<file path="src/rtl/adder_nibble_sequencer.sv">
// Multi-cycle WIDTH-bit adder: one shared 4-bit slice, one nibble per clock, LSB first.
// Optional signed-overflow output enabled by defining OVF_DETECT_EN.
module adder_nibble_sequencer #(
    parameter int WIDTH = 16
) (
    input  logic             clk,
    input  logic             reset,
    input  logic             start,
    input  logic [WIDTH-1:0] a,
    input  logic [WIDTH-1:0] b,
    input  logic             cin,
    output logic             busy,
    output logic             done,
    output logic [WIDTH-1:0] sum,
    output logic             cout
`ifdef OVF_DETECT_EN
    ,
    output logic             ovf
`endif
);

    localparam int NIBBLES = WIDTH / 4;
    localparam int CNT_W   = $clog2(NIBBLES);
    localparam logic [CNT_W-1:0] LAST_NIB = CNT_W'(NIBBLES - 1);

    typedef enum logic [1:0] {
        S_IDLE = 2'd0,
        S_ADD  = 2'd1,
        S_DONE = 2'd2
    } state_t;

    state_t           state_q, state_d;
    logic [WIDTH-1:0] opa_q, opa_d;
    logic [WIDTH-1:0] opb_q, opb_d;
    logic [WIDTH-1:0] part_q, part_d;
    logic [WIDTH-1:0] sum_q, sum_d;
    logic             carry_q, carry_d;
    logic             cout_q, cout_d;
    logic [CNT_W-1:0] cnt_q, cnt_d;
    logic [4:0]       slice_sum;

`ifdef OVF_DETECT_EN
    // Operand sign bits are shifted out of the operand registers, so keep a copy.
    logic sign_a_q, sign_a_d;
    logic sign_b_q, sign_b_d;
    logic ovf_q, ovf_d;
`endif

    assign slice_sum = {1'b0, opa_q[3:0]} + {1'b0, opb_q[3:0]} + {4'b0000, carry_q};

    always_ff @(posedge clk) begin
        if (reset) begin
            state_q <= S_IDLE;
            opa_q   <= '0;
            opb_q   <= '0;
            part_q  <= '0;
            sum_q   <= '0;
            carry_q <= 1'b0;
            cout_q  <= 1'b0;
            cnt_q   <= '0;
`ifdef OVF_DETECT_EN
            sign_a_q <= 1'b0;
            sign_b_q <= 1'b0;
            ovf_q    <= 1'b0;
`endif
        end else begin
            state_q <= state_d;
            opa_q   <= opa_d;
            opb_q   <= opb_d;
            part_q  <= part_d;
            sum_q   <= sum_d;
            carry_q <= carry_d;
            cout_q  <= cout_d;
            cnt_q   <= cnt_d;
`ifdef OVF_DETECT_EN
            sign_a_q <= sign_a_d;
            sign_b_q <= sign_b_d;
            ovf_q    <= ovf_d;
`endif
        end
    end

    always_comb begin
        state_d = state_q;
        opa_d   = opa_q;
        opb_d   = opb_q;
        part_d  = part_q;
        sum_d   = sum_q;
        carry_d = carry_q;
        cout_d  = cout_q;
        cnt_d   = cnt_q;
`ifdef OVF_DETECT_EN
        sign_a_d = sign_a_q;
        sign_b_d = sign_b_q;
        ovf_d    = ovf_q;
`endif
        case (state_q)
            S_IDLE: begin
                if (start) begin
                    opa_d   = a;
                    opb_d   = b;
                    carry_d = cin;
                    cnt_d   = '0;
                    state_d = S_ADD;
`ifdef OVF_DETECT_EN
                    sign_a_d = a[WIDTH-1];
                    sign_b_d = b[WIDTH-1];
`endif
                end
            end
            S_ADD: begin
                opa_d   = opa_q >> 4;
                opb_d   = opb_q >> 4;
                part_d  = {slice_sum[3:0], part_q[WIDTH-1:4]};
                carry_d = slice_sum[4];
                cnt_d   = cnt_q + 1'b1;
                // Outputs only update once the top nibble has been folded in.
                if (cnt_q == LAST_NIB) begin
                    sum_d   = part_d;
                    cout_d  = slice_sum[4];
                    state_d = S_DONE;
`ifdef OVF_DETECT_EN
                    ovf_d = (sign_a_q == sign_b_q) && (slice_sum[3] != sign_a_q);
`endif
                end
            end
            S_DONE: begin
                state_d = S_IDLE;
            end
            default: begin
                state_d = S_IDLE;
            end
        endcase
    end

    assign busy = (state_q != S_IDLE);
    assign done = (state_q == S_DONE);
    assign sum  = sum_q;
    assign cout = cout_q;
`ifdef OVF_DETECT_EN
    assign ovf  = ovf_q;
`endif

endmodule
</file>
<file path="config.mk">
export PLATFORM = sky130hd
export DESIGN_NAME = adder_nibble_sequencer
export DESIGN_NICKNAME = d
export VERILOG_FILES = /design/src/rtl/adder_nibble_sequencer.sv
export SDC_FILE = /design/constraint.sdc
export NUM_CORES = 1
export LEC_CHECK = 0
export CAP_MARGIN = 0
export CORE_UTILIZATION = 50
export DETAILED_ROUTE_END_ITERATION = 10
export HOLD_SLACK_MARGIN = 0.05
export PLACE_DENSITY = 0.77
export SYNTH_ARGS = -nofsm -noshare
export SYNTH_HDL_FRONTEND = slang
export SYNTH_SLANG_ARGS = --single-unit
</file>
<file path="constraint.sdc">
create_clock -name clk -period 4.45 [get_ports clk]
set_input_delay 0.89 -clock clk [delete_from_list [all_inputs] [get_ports clk]]
set_output_delay 0.89 -clock clk [all_outputs]
set_load 0.01 [all_outputs]
</file>
# Word-level counts from Yosys, hierarchy flattened
# Cells that the tools add are included.
dict set report op_classes {
  eq_ne 5
  add_sub_neg 3
  reduce_logical 6
  mux 11
}
# operator n
set op_table {}
lappend op_table {{$pmux 16 s2} 2}
lappend op_table {{$mux 16} 2}
lappend op_table {{$pmux 2 s2} 2}
lappend op_table {{$mux 2} 3}
lappend op_table {{$reduce_and 2->1} 3}
lappend op_table {{$add 4x4->5} 1}
lappend op_table {{$add 5x1->5} 1}
lappend op_table {{$eq 2x2->1 const B} 2}
lappend op_table {{$ne 2x2->1 const B} 2}
lappend op_table {{$reduce_bool 2->1} 2}
lappend op_table {{$add 2x1->2 const B} 1}
lappend op_table {{$eq 2x1->1 const B} 1}
lappend op_table {{$logic_not 2->1} 1}
lappend op_table {{$pmux 1 s2} 1}
lappend op_table {{$mux 1} 1}
dict set report totals {
  elab_cells 33
  register_bits 70
}

# Depth between registers and ports, before layout
dict set report depth {
  ltp_word 3
  ltp_mapped 7
}

# Worst setup path after synthesis
# OpenSTA, ideal clock, no wires.
dict set report synth_timing {
  kind {reg-to-output}
  start {reg state_q[1]}
  end {out done}
  t_arrival_ps 1088
  t_required_ps 3560
  path_buffers 2
  slack_ps 2472
  path_stages_with_launch 4
  cell_sequence {dfxtp_1 > buf_2 > buf_1 > nor2b_1}
}
dict set report synth_between {
  elab_chain_len 1
}
# item line
set synth_lines {}
lappend synth_lines {{from (decl)} 32} ;# state_t state_q, state_d;
lappend synth_lines {{from (signal assigned)} 67} ;# state_q <= state_d;
lappend synth_lines {{$eq 2x2->1} 137} ;# assign done = (state_q == S_DONE);
lappend synth_lines {{to (decl)} 13} ;# output logic done,
# No other way between the ends.

# Final worst setup path
dict set report layout_timing {
  start {reg state_q[0]}
  end {out busy}
}
dict set report layout_between {
  elab_chain_len 1
}
# item line
set layout_lines {}
lappend layout_lines {{$reduce_bool 2->1} 136} ;# assign busy = (state_q != S_IDLE);
lappend layout_lines {{to (decl)} 12} ;# output logic busy,
# No other way between the ends.

==> impl_metrics.csv <==
group,metric,value,unit
run_status,status,"complete, no violations",
clocking,cts_made_buffers,9,
clocking,clkTransAtPathRegs,70,ps
setup_path,worst-path-stages,2,
floorplan,core,0.00554,mm^2
clocking,cts_tree,"built",
grt,grt_max_degree,71,
clocking,clk_latency,340,ps
setup_path,cp_max_fo,20,
routing,avgRoutedWirePerCell,11.7,um
setup_path,worst_ep_required_time,3560,ps
clocking,cts_sinks,66,
run,drv_cap,0,
synthesis,synth-main-ff-cell,"dfxtp_1",
finish,final.fill_count,503,
synthesis,ys_seq_area_share,45.7,%
floorplan,fp.dieW,78.0,um
setup_path,crit_path_end_kind,"primary output",
sta,fin_skew,4.48,ps
setup_path,timing.critical_path.max_delay_family,"flip-flops",
setup_path,crit_chain,"or2_2, clkdlybuf4s50_1",
floorplan,die_area,0.00609,mm^2
setup_path,cp.buffers_inverters,1,
finish,antenna_cells,0,
placed_design,portBuffers,54,
clocking,cts_max_path_buffers,2,
sta,hold_ws,455,ps
setup_path,crit_slowest_cell,"dfxtp_1",
clocking,cts_resized,0,
sta,finalHoldViolations,0,
sta,slew-limit-headroom,24.1,%
routing,drcViolationCount,0,
finish,fin_nets,460,
finish,drive_gt1_share,6.15,%
setup_path,startpoint_type,"register",
floorplan,rows,27,
sta,max_freq,0.374,GHz
sta,setup_ws,1770,ps
routing,vias,2523,
sta,rsz0062_at_grt,"false",
floorplan,io_pins,55,
floorplan,start_util,52.2,%
synthesis,synth_area_per_cell,7.67,um^2
routing,first_pass_iters,4,
power,ir_drop,0.000219,V
placed_design,gp_congestion,0.727,
sta,finalSetupTns,0,ps
power,p_leak,1.40,nW
sta,tightest_slew,1140,ps
setup_path,rr_startpoint,"state_q[0]$_SDFFE_PP0P_",
synthesis,synth_edf_count,0,
grt,grt_use_total,20.6,%
setup_path,rrSetupSlack,1960,ps
clocking,cts_root_buf,"clkbuf_8",
setup_path,slowest_delay,680,ps
clocking,cts_max_level,3,
clocking,cts_setup_buffers,0,
synthesis,synth_warnings,0,
setup_path,rr_endpoint,"sum[13]$_SDFFE_PP0P_",
sta,post-route-period-util,60.1,%
min_path,holdPathEnd,"part_q[5]$_SDFFE_PP0P_",
min_path,hold_path_depth,2,
setup_path,r2r_cells,5,
grt,use_met1,25.5,%
synthesis,ys_seq_elements,66,
sta,slew_violations,0,
synthesis,synthesis.area,0.00289,mm^2
routing,initialDrtViolationCount,107,
min_path,hp-class,"register to register",
power,powerDensity,351,mW/mm^2
grt,grt.met2_usage,34.1,%
clocking,hold_buffers,0,
placed_design,pre_cts_ws,1720,ps
floorplan,fp.dieH,78.0,um
synthesis,syn_inst,377,
grt,grt_pass1_wl,9880,um
grt,gr-max-usage-layer,"met2",
grt,use_met3,3.84,%
sta,fin_crit,2680,ps
setup_path,crit_type,"register to primary output",
grt,overflow,0,
routing,ant_nets,0,
synthesis,synth.distinct_cells,32,
setup_path,arrival,1790,ps
synthesis,syn-num-nets,419,
finish,areaGrowthSynthToFinish,24.0,%
grt,first_global_vias,2267,
finish,fin_util,64.7,%
min_path,min-delay-start,"part_q[5]$_SDFFE_PP0P_",
grt,antenna_found_initial,0,
routing,routed_via_density,5.10,
synthesis,async_flop_share,0,%
routing,route.final.wire_length,5810,um
placed_design,place_hpwl,3860,um
setup_path,cp-startpoint,"state_q[0]$_SDFFE_PP0P_",
sta,final-setup-viol-count,0,
## layout make-up
cell class,instances,area (um^2),area share (%)
Clock inverter,5,30.0,0.838
Inverter,4,15.0,0.419
Tap cell,72,90.1,2.51
Sequential cell,66,1320,36.9
Timing Repair Buffer,59,573,16.0
Clock buffer,11,141,3.94
Multi-Input combinational cell,278,1410,39.4
## through the flow
stage,cell area [um^2],total power [mW],std cells
2_1_floorplan,2890,0.770,377
3_3_place_gp,3410,0.823,479
3_5_place_dp,3410,0.826,479
4_1_cts,3580,1.26,495
5_1_grt,3580,1.31,495
6_report,3580,1.26,495
## worst reg2reg max path, stage by stage (launching register included)
cell      delay [ps]
dfxtp_1          680
buf_4            420
nor2b_1          380
and2_1           590
nor2_1            90
a211oi_1         230
## layer usage
layer	share of wire, %	up-vias
met4	2.2	0
met3	3.5	9
met2	47	59
li1	-	1322
met5	0	-
met1	47	1133
## synth_stat cells (2+ instances only)
cell type  count  area, um^2
nor3_1        25         125
nand2b_1       2        12.5
nor2_1        85         319
or2_2          2        12.5
or4_1          2        15.0
a21oi_1       49         245
nand2_1       48         180
dfxtp_1       66        1320
ha_1           4        50.1
fa_1           2        40.0
a22oi_1       10        75.1
a2bb2oi_1      2        17.5
buf_4          3        22.5
a211oi_1       5        37.5
nand4b_1       2        17.5
nand3_1        2        10.0
buf_1          2        7.51
nand3b_1       2        15.0
clkbuf_1      13        48.8
nor2b_1       27         169
inv_1          4        15.0
buf_2         10        50.1
## cell usage in the layout, fill, tap and decap left out, drive strengths merged
cell type / count
nor2: 86
nor3: 25
a21o: 1
nand2: 49
clkinvlp: 2
nand3b: 2
ha: 4
nor2b: 27
buf: 6
dfxtp: 66
or4: 2
clkdlybuf4s50: 53
clkbuf: 11
o21ai: 1
and2: 1
or2: 2
nand4b: 2
nand3: 2
clkinv: 3
xnor2: 1
a2bb2oi: 2
o21a: 1
fa: 2
mux2: 1
a21oi: 49
a211oi: 5
o31a: 1
inv: 4
nand2b: 2
a22oi: 10
## flip-flops by register name, indices dropped and copies added (netlist names)
signal	count
opa_q	16
opb_q	16
sum	16
part_q	12
cnt_q	2
state_q	2
carry_q	1
cout	1
## worst max path at each step
stage | to | slack [ps]
2_1_floorplan | done | 2470
3_3_place_gp | opa_q[3]$_SDFFE_PP0P_ | 1750
3_5_place_dp | opb_q[0]$_SDFFE_PP0P_ | 1720
4_1_cts | busy | 1780
5_1_grt | busy | 1670
6_report | busy | 1770
## cell families after synthesis
family	after synthesis	share of synthesized area [%]
and+or+nand+nor	200	31.1
AOI/OAI and AO/OA	70	14.0
DFF	66	45.7
buffers and inverters	33	5.37
adders and majority gates	6	3.12
xor gates and xnor gates	1	0.303
muxes	1	0.390
## power breakdown
part	leakage [nW]	total, mW	switching, mW	internal [mW]
Combinational	0.777	0.169	0.0853	0.0837
Clock	0.0851	0.445	0.231	0.214
Sequential	0.540	0.643	0.0209	0.622
Total	1.40	1.26	0.337	0.920
Power figures use the tool's default switching activity.
